**src/rtl/vote_session_if.sv**
```systemverilog
// Handshake and result bus between the voter front end and vote_session_ctrl.
// master drives the voter/session controls, slave is the controller side.
interface vote_session_if;
    logic       start;
    logic       abort;
    logic [3:0] vote_valid;
    logic [3:0] vote_val;
    logic       res_ack;
    logic       busy;
    logic [3:0] voted;
    logic [2:0] yes_cnt;
    logic [2:0] result;
    logic       res_valid;
    logic       timed_out;

    modport master (
        output start, abort, vote_valid, vote_val, res_ack,
        input  busy, voted, yes_cnt, result, res_valid, timed_out
    );

    modport slave (
        input  start, abort, vote_valid, vote_val, res_ack,
        output busy, voted, yes_cnt, result, res_valid, timed_out
    );
endinterface

```
**src/rtl/vote_session_ctrl.sv**
```systemverilog
// Four-voter ballot sequencer: open window, latch first votes, tally, hold verdict until ack.
// Optional macro VOTE_TIE_RETRY_EN re-opens the window on a tie up to MAX_RETRY times.
module vote_session_ctrl #(
    parameter int TIMEOUT   = 100,
    parameter int TMR_W     = 16,
    parameter int MAX_RETRY = 2
) (
    input  logic           clk,
    input  logic           rst_n,
    vote_session_if.slave  bus
);

    localparam logic [1:0] ST_IDLE   = 2'd0;
    localparam logic [1:0] ST_OPEN   = 2'd1;
    localparam logic [1:0] ST_TALLY  = 2'd2;
    localparam logic [1:0] ST_RESULT = 2'd3;

    localparam logic [TMR_W-1:0] TIMEOUT_LD = TMR_W'(TIMEOUT);

    logic [1:0]       r_state;
    logic [TMR_W-1:0] r_timer;
    logic [3:0]       r_ballot;
    logic [3:0]       r_voted;
    logic             r_busy;
    logic [2:0]       r_yes_cnt;
    logic [2:0]       r_result;
    logic             r_res_valid;
    logic             r_timed_out;

    logic [3:0]       w_voted_upd;
    logic [3:0]       w_ballot_upd;
    logic             w_all_voted;
    logic             w_expire;
    logic [2:0]       w_yes_cnt;
    logic [2:0]       w_result;
    logic             w_retry_tie;

    // First vote wins: a voter's ballot bit is only written while its voted bit is clear.
    genvar gi;
    generate
        for (gi = 0; gi < 4; gi++) begin : g_voter
            assign w_voted_upd[gi]  = r_voted[gi] | bus.vote_valid[gi];
            assign w_ballot_upd[gi] = (bus.vote_valid[gi] && !r_voted[gi]) ? bus.vote_val[gi]
                                                                             : r_ballot[gi];
        end
    endgenerate

    assign w_all_voted = &w_voted_upd;
    assign w_expire    = (r_timer <= TMR_W'(1));

    always_comb begin
        w_yes_cnt = 3'd0;
        for (int k = 0; k < 4; k++) begin
            w_yes_cnt = w_yes_cnt + {2'b00, r_ballot[k] & r_voted[k]};
        end
    end

    always_comb begin
        if (w_yes_cnt <= 3'd1) begin
            w_result = 3'b100;
        end else if (w_yes_cnt == 3'd2) begin
            w_result = 3'b010;
        end else begin
            w_result = 3'b001;
        end
    end

`ifdef VOTE_TIE_RETRY_EN
    localparam int RETRY_W = (MAX_RETRY < 1) ? 1 : $clog2(MAX_RETRY + 1);
    localparam logic [RETRY_W-1:0] RETRY_LIMIT = RETRY_W'(MAX_RETRY);

    logic [RETRY_W-1:0] r_retry;

    assign w_retry_tie = (w_yes_cnt == 3'd2) && (r_retry < RETRY_LIMIT);

    always_ff @(posedge clk or negedge rst_n) begin
        if (!rst_n) begin
            r_retry <= '0;
        end else if (r_state == ST_IDLE && bus.start) begin
            r_retry <= '0;
        end else if (r_state == ST_TALLY && !bus.abort && w_retry_tie) begin
            r_retry <= r_retry + RETRY_W'(1);
        end
    end
`else
    logic w_unused_cfg;

    // Keeps MAX_RETRY referenced when tie retries are compiled out.
    assign w_unused_cfg = (MAX_RETRY != 0);
    assign w_retry_tie  = 1'b0;
`endif

    always_ff @(posedge clk or negedge rst_n) begin
        if (!rst_n) begin
            r_state     <= ST_IDLE;
            r_timer     <= '0;
            r_ballot    <= 4'b0000;
            r_voted     <= 4'b0000;
            r_busy      <= 1'b0;
            r_yes_cnt   <= 3'd0;
            r_result    <= 3'b000;
            r_res_valid <= 1'b0;
            r_timed_out <= 1'b0;
        end else begin
            case (r_state)
                ST_IDLE: begin
                    if (bus.start) begin
                        r_state     <= ST_OPEN;
                        r_busy      <= 1'b1;
                        r_timer     <= TIMEOUT_LD;
                        r_voted     <= 4'b0000;
                        r_ballot    <= 4'b0000;
                        r_timed_out <= 1'b0;
                    end
                end
                ST_OPEN: begin
                    if (bus.abort) begin
                        r_state  <= ST_IDLE;
                        r_busy   <= 1'b0;
                        r_voted  <= 4'b0000;
                        r_ballot <= 4'b0000;
                    end else begin
                        r_voted  <= w_voted_upd;
                        r_ballot <= w_ballot_upd;
                        r_timer  <= r_timer - TMR_W'(1);
                        // All-voted wins over a timer expiring in the same cycle.
                        if (w_all_voted) begin
                            r_state     <= ST_TALLY;
                            r_timed_out <= 1'b0;
                        end else if (w_expire) begin
                            r_state     <= ST_TALLY;
                            r_timed_out <= 1'b1;
                        end
                    end
                end
                ST_TALLY: begin
                    if (bus.abort) begin
                        r_state  <= ST_IDLE;
                        r_busy   <= 1'b0;
                        r_voted  <= 4'b0000;
                        r_ballot <= 4'b0000;
                    end else if (w_retry_tie) begin
                        r_state  <= ST_OPEN;
                        r_timer  <= TIMEOUT_LD;
                        r_voted  <= 4'b0000;
                        r_ballot <= 4'b0000;
                    end else begin
                        r_state     <= ST_RESULT;
                        r_res_valid <= 1'b1;
                        r_yes_cnt   <= w_yes_cnt;
                        r_result    <= w_result;
                    end
                end
                default: begin
                    if (bus.res_ack) begin
                        r_state     <= ST_IDLE;
                        r_busy      <= 1'b0;
                        r_res_valid <= 1'b0;
                        r_result    <= 3'b000;
                        r_yes_cnt   <= 3'd0;
                    end
                end
            endcase
        end
    end

    assign bus.busy      = r_busy;
    assign bus.voted     = r_voted;
    assign bus.yes_cnt   = r_yes_cnt;
    assign bus.result    = r_result;
    assign bus.res_valid = r_res_valid;
    assign bus.timed_out = r_timed_out;

endmodule

```
**src/flat_wrapper.sv**
```systemverilog
// flat-port wrapper written by rule: the top's interface ports become plain ports
module vote_session_ctrl_flat 
#(
    parameter int TIMEOUT   = 100,
    parameter int TMR_W     = 16,
    parameter int MAX_RETRY = 2
)
  (clk, rst_n, bus_start, bus_abort, bus_vote_valid, bus_vote_val, bus_res_ack, bus_busy, bus_voted, bus_yes_cnt, bus_result, bus_res_valid, bus_timed_out);
  vote_session_if bus_i ();
  input  logic clk;
  input  logic rst_n;
  input wire logic [$bits(bus_i.start)-1:0] bus_start;
  input wire logic [$bits(bus_i.abort)-1:0] bus_abort;
  input wire logic [$bits(bus_i.vote_valid)-1:0] bus_vote_valid;
  input wire logic [$bits(bus_i.vote_val)-1:0] bus_vote_val;
  input wire logic [$bits(bus_i.res_ack)-1:0] bus_res_ack;
  output wire logic [$bits(bus_i.busy)-1:0] bus_busy;
  output wire logic [$bits(bus_i.voted)-1:0] bus_voted;
  output wire logic [$bits(bus_i.yes_cnt)-1:0] bus_yes_cnt;
  output wire logic [$bits(bus_i.result)-1:0] bus_result;
  output wire logic [$bits(bus_i.res_valid)-1:0] bus_res_valid;
  output wire logic [$bits(bus_i.timed_out)-1:0] bus_timed_out;
  assign bus_i.start = bus_start;
  assign bus_i.abort = bus_abort;
  assign bus_i.vote_valid = bus_vote_valid;
  assign bus_i.vote_val = bus_vote_val;
  assign bus_i.res_ack = bus_res_ack;
  assign bus_busy = bus_i.busy;
  assign bus_voted = bus_i.voted;
  assign bus_yes_cnt = bus_i.yes_cnt;
  assign bus_result = bus_i.result;
  assign bus_res_valid = bus_i.res_valid;
  assign bus_timed_out = bus_i.timed_out;
  vote_session_ctrl #(.TIMEOUT(TIMEOUT), .TMR_W(TMR_W), .MAX_RETRY(MAX_RETRY)) u_core (.clk(clk), .rst_n(rst_n), .bus(bus_i));
endmodule
```
**config.mk**
```make
export PLATFORM = sky130hd
export DESIGN_NAME = vote_session_ctrl_flat
export DESIGN_NICKNAME = d
export VERILOG_FILES = /design/src/rtl/vote_session_if.sv /design/src/rtl/vote_session_ctrl.sv /design/src/flat_wrapper.sv
export SDC_FILE = /design/constraint.sdc
export NUM_CORES = 1
export LEC_CHECK = 0
export BUFFER_PORTS_ARGS = -buffer_cell sky130_fd_sc_hd__buf_2
export CAP_MARGIN = 5
export CELL_PAD_IN_SITES_DETAIL_PLACEMENT = 0
export CELL_PAD_IN_SITES_GLOBAL_PLACEMENT = 2
export CORE_MARGIN = 3
export CORE_UTILIZATION = 36
export CTS_CLUSTER_SIZE = 10
export DETAILED_ROUTE_END_ITERATION = 6
export PLACE_DENSITY = 0.87
export SETUP_SLACK_MARGIN = 0.15
export SLEW_MARGIN = 20
export SYNTH_ARGS = -nofsm -noshare
export SYNTH_HDL_FRONTEND = slang
export SYNTH_SLANG_ARGS = --single-unit
```
**constraint.sdc**
```tcl
create_clock -name clk -period 2.6 [get_ports clk]
set_input_delay 0.52 -clock clk [delete_from_list [all_inputs] [get_ports clk]]
set_output_delay 0.52 -clock clk [all_outputs]
set_load 0.1 [all_outputs]
```
-- Word-level counts from Yosys, hierarchy flattened
Cells that the tools add are included.
- add/subtract/negate cells: 4
- magnitude comparators: 2
- eq/ne operators: 14
- multiplexer cells: 38
- bitwise logic cells: 9
- reductions and logical operators: 27
- operator list (operator ; number):
    16-bit 2-to-1 mux ; 2
    16-bit case mux with 2 select lines ; 1
    4-bit case mux with 3 select lines ; 2
    4-bit AND reduction ; 6
    16-bit by 1-bit less-or-equal comparator with 1-bit output, second input constant ; 1
    4-bit 2-to-1 mux ; 4
    16-bit by 1-bit subtractor with 16-bit output, second input constant ; 1
    3-bit AND reduction ; 5
    2-bit 2-to-1 mux ; 7
    1-bit 2-to-1 mux ; 12
    3-bit 2-to-1 mux ; 4
    3-bit by 2-bit != test with 1-bit output, second input constant ; 4
    3-bit case mux with 2 select lines ; 2
    2-bit != test, second input constant ; 4
    3-bit by 1-bit adder with 3-bit output ; 2
    1-bit case mux with 2 select lines ; 3
    2-bit case mux with 3 select lines ; 1
    3-bit nonzero test ; 2
    1-bit AND ; 4
    1-bit logical AND ; 4
    1-bit logical NOT ; 4
    4-bit by 2-bit != test with 1-bit output, second input constant ; 1
    1-bit OR ; 4
    2-bit nonzero test ; 2
    other kinds (11) ; 12
- register bits after elaboration: 35
- input bits: 13
- output and inout bits: 13

-- Depth between registers and ports, before layout
- depth in word-level cells: 9
- depth in mapped cells: 9
- depth with buffers taken out: 9

-- Least setup slack after synthesis
Ideal clock, no wire load.
- kind: register -> register
- from: register u_core.r_voted[0], in the netlist u_core.bus.voted[0]
- to: register u_core.r_result[0], in the netlist u_core.bus.result[0]
- arrival: 2558 ps
- required time: 2477 ps
- setup slack: -81 ps
- cell stages (with the launch flop): 9
- period minus slack after synthesis: 2681 ps
- path through: dfrtp_1 > and2_1 > ha_1 > inv_1 > fa_1 > ha_1 > nor3_1 > a21oi_1 > a32o_1
- cells in the longest elaborated chain, start to end: 9
- RTL lines (item ; line ; RTL):
    from (decl) ; vote_session_ctrl.sv:23 ; logic [3:0] r_voted;
    from (signal assigned) ; vote_session_ctrl.sv:123 ; r_voted <= w_voted_upd;
    1-bit AND (*) ; vote_session_ctrl.sv:54 ; w_yes_cnt = w_yes_cnt + {2'b00, r_ballot[k] & r_voted[k]};
    1-bit by 1-bit adder with 2-bit output (*) ; vote_session_ctrl.sv:54 ;
    3-bit by 1-bit adder with 3-bit output (*) (2 in a row) ; vote_session_ctrl.sv:54 ;
    branches (longest 2 deep; another with 3-bit by 1-bit less-or-equal comparator with 1-bit output) ; n/a ;
    3-bit 2-to-1 mux (*) ; vote_session_ctrl.sv:59 ; if (w_yes_cnt <= 3'd1) begin
    3-bit 2-to-1 mux (*) ; vote_session_ctrl.sv:137 ; if (bus.abort) begin
    3-bit case mux with 2 select lines (*) ; vote_session_ctrl.sv:105 ; case (r_state)
    to (signal assigned) ; vote_session_ctrl.sv:151 ; r_result <= w_result;
    to (decl) ; vote_session_ctrl.sv:26 ; logic [2:0] r_result;
Mark *: on every way between the ends. The select of a mux whose other input is x is not followed.
A chain may end at the register's enable or synchronous reset.

-- Final worst setup path
Ends and elaborated chain as after synthesis.

==> impl_metrics.csv <==
group,metric,value,unit
outcome,run_status,"completed",
global_routing,first_global_vias,1541,
timing,tightestPinTransition,0.801,ns
placed_design,hpwlAfterDp,3080,um
logic_synthesis,syn-num-nets,221,
timing,fin_setup_tns,0,ns
clock_tree,clock_sinks,35,
setup_path,critPathKind,"flip-flop to flip-flop",
global_routing,antenna_found_initial,0,
logic_synthesis,synth_cell_type_count,42,
timing,final-hold-violation-count,0,
clock_tree,htreeDepth,2,
setup_path,path_max_fanout,5,
setup_path,r2r_slack,0.35,ns
floorplanning,die_x,78.9,um
floorplanning,ioPinCount,26,
logic_synthesis,synth_top_cell_area_share,0.457,
setup_path,critPathLaunchType,"flip-flop",
final_layout,num_antenna_cells,0,
setup_path,timing.rr.end,"u_core.bus.result[0]",
final_layout,final_util,0.458,
clock_tree,cts_root_buf,"clkbuf_8",
final_layout,fin_nets,254,
setup_path,critPathRequiredTime,2.77,ns
timing,rsz0062_at_grt,"no",
routing,drc,0,
logic_synthesis,async_flop_share,1.00,
floorplanning,core,4940,sq um
clock_tree,numCtsBuffers,5,
setup_path,cp-end-kind,"flip-flop",
logic_synthesis,yosys.area.top_type,"dfrtp_1",
routing,ant_nets,0,
logic_synthesis,syn_avg_cell_area,9.72,sq um
pwr,combPwrFrac,0.490,
placed_design,place_area,2140,sq um
floorplanning,fp.dieH,78.9,um
routing,vias,1546,
global_routing,grt.overflow.total,0,
timing,finalClockSkew,0.00721,ns
routing,totalWireLength,4240,um
routing,routedWlPerCell,14.2,um
floorplanning,dieArea,6230,sq um
flow_run,maxCapViolations,0,
final_layout,drive_gt1_frac,0.238,
timing,fmax,445,MHz
clock_tree,cts_tree,"done",
pwr,switchingPower,0.00111,W
routing,drt_iter0_drc,70,
floorplanning,rows,25,
timing,period_minus_slack,2.25,ns
final_layout,area_growth,18.3,%
worst_hold_path,hold_class,"input pin to asynchronous set/reset pin",
setup_path,r2r-start,"u_core.bus.voted[0]",
logic_synthesis,ys.flop_type,"dfrtp_1",
clock_tree,clk_pin_slew_worst_paths,0.07,ns
global_routing,use_met1,0.207,
setup_path,crit_arrival,2.42,ns
clock_tree,cts.path.max_buffers,2,
logic_synthesis,ys_ff_latch,35,
clock_tree,cts_hold_buf,0,
floorplanning,initial_core_util,0.388,
timing,period_share,0.865,
logic_synthesis,synth-edff-count,0,
timing,hold_ws,0.322,ns
timing,slew_violations,0,
logic_synthesis,ys_top_cells_by_area,"dfrtp_1 46%, ha_1 6.5%, o21ai_0 4.4%",
global_routing,met2_usage,0.239,
pwr,power_density,1050,nW/um^2
pwr,internal_power,0.00126,W
global_routing,grt_max_degree,36,
setup_path,r2r_cells,8,
routing,drt-pass1-iter-count,4,
pwr,vdd_drop_max,372,uV
global_routing,use_met3,0.0431,
timing,max_slew_margin,0.466,
routing,vias_per_cell,5.19,
placed_design,portBuffers,25,
global_routing,grt_pass1_wl,7490,um
logic_synthesis,syn-cell-area,1920,sq um
pwr,seqPwrFrac,0.326,
pwr,power_frac_clock,0.184,
pwr,p_sw_frac,0.468,
clock_tree,insertion_delay,0.28,ns
pwr,p_leak,1.04,nW
placed_design,place_congestion,0.741,
logic_synthesis,yosysWarningCount,0,
global_routing,gr-usage-all-layers,0.153,
timing,setup_viol,0,
logic_synthesis,synth_cells,197,
logic_synthesis,ys_seq_area_frac,0.457,
final_layout,design_area,2270,sq um
global_routing,grt.busiest_layer,"met2",
-- logic make-up (layout without fill, tap and decap cells) --
family | Yosys count | after routing | synth area share
buffers and inverters | 13 | 47 | 0.0255
adder cells (fa/ha/maj) | 11 | 11 | 0.0758
XOR/XNOR | 2 | 2 | 0.00915
flip-flops | 35 | 35 | 0.457
AO/OA/AOI/OAI | 55 | 55 | 0.181
AND/OR/NAND/NOR | 76 | 76 | 0.224
multiplexers | 5 | 5 | 0.0274
-- metal layers --
layer,wire length [um],vias to the layer above
li1,-,782
met1,2130,741
met2,1920,21
met3,162,2
met4,28,0
met5,0,-
-- power groups by stage --
stage               clock network [W]  logic, W  registers (W)
floorplan                           0  0.000576        0.00109
global placement                    0   0.00115       0.000780
detailed placement                  0   0.00115       0.000784
CTS                          0.000452   0.00116       0.000774
global route                 0.000476   0.00129       0.000797
finish                       0.000438   0.00116       0.000774
-- layout by cell type (no fill, tap or decap), types with 5 or more instances in the layout --
cell type,instances
dfrtp_1,32
buf_2,25
o21ai_0,17
nand2_1,15
a21oi_1,14
nor2_1,11
ha_1,10
nor2b_1,8
inv_1,7
clkbuf_8,7
buf_4,7
o31ai_1,6
and2_1,5
nor3_1,5
a32o_1,5
-- how the worst max path moves through the flow --
stage	slack [ns]	depth (start not counted)	endpoint	start
global placement	0.33	8	u_core.bus.result[0]	u_core.bus.voted[0]
finish	0.35	8	u_core.bus.result[0]	u_core.bus.voted[0]
floorplan	0.15	8	u_core.bus.result[0]	u_core.bus.voted[0]
detailed placement	0.30	6	u_core.r_timer[15]	u_core.r_state[1]
global route	0.21	8	u_core.bus.result[0]	u_core.bus.voted[0]
CTS	0.28	8	u_core.bus.result[0]	u_core.bus.voted[0]
-- flip-flops by register name, summed over array words and instances, names as in the netlist --
signal / count
u_core.r_timer: 16
u_core.bus.voted: 4
u_core.r_ballot: 4
u_core.bus.result: 3
u_core.bus.yes_cnt: 3
u_core.r_state: 2
u_core.bus.busy: 1
u_core.bus.res_valid: 1
u_core.bus.timed_out: 1
-- layout make-up --
cell class | instances | area (sq um)
Timing Repair Buffer | 32 | 178
Sequential cell | 35 | 880
Tap cell | 67 | 83.8
Inverter | 7 | 26.3
Multi-Input combinational cell | 149 | 998
Clock buffer | 8 | 100
Fill cell | 509 | 2680
-- timing repair --
action                     4_1_cts  5_1_grt
buffers inserted                 0        2
resized for setup                0        2
setup endpoints to repair        0        6
-- metrics by stage --
stage / instances / setup WS [ns] / total power, W
floorplan: 197 / 0.150 / 0.00167
global placement: 288 / 0.332 / 0.00193
detailed placement: 288 / 0.300 / 0.00194
CTS: 296 / 0.277 / 0.00238
global route: 298 / 0.214 / 0.00256
finish: 298 / 0.351 / 0.00237
-- synth_stat cells (all sizes together) (2+ instances only) --
cell type,n
inv,7
or4,5
a31oi,2
or2,2
dfrtp,35
nand3b,3
nand2b,3
or3,8
a32o,5
a21oi,14
o21ai,18
o22ai,2
nor2b,8
nand3,3
o21bai,3
mux2,2
clkbuf,5
nor4,2
nand4,2
nor2,11
ha,10
nor3,6
mux2i,3
o31ai,6
a22o,2
nand2,15
and2,5
-- worst max-delay path: stages (launching register included) --
cell	delay, ns
dfrtp_2	0.43
and2_1	0.17
ha_1	0.27
inv_1	0.05
fa_2	0.39
ha_1	0.33
nor3_1	0.20
a21oi_1	0.08
a32o_1	0.22
(Power assumes the default switching activity.)
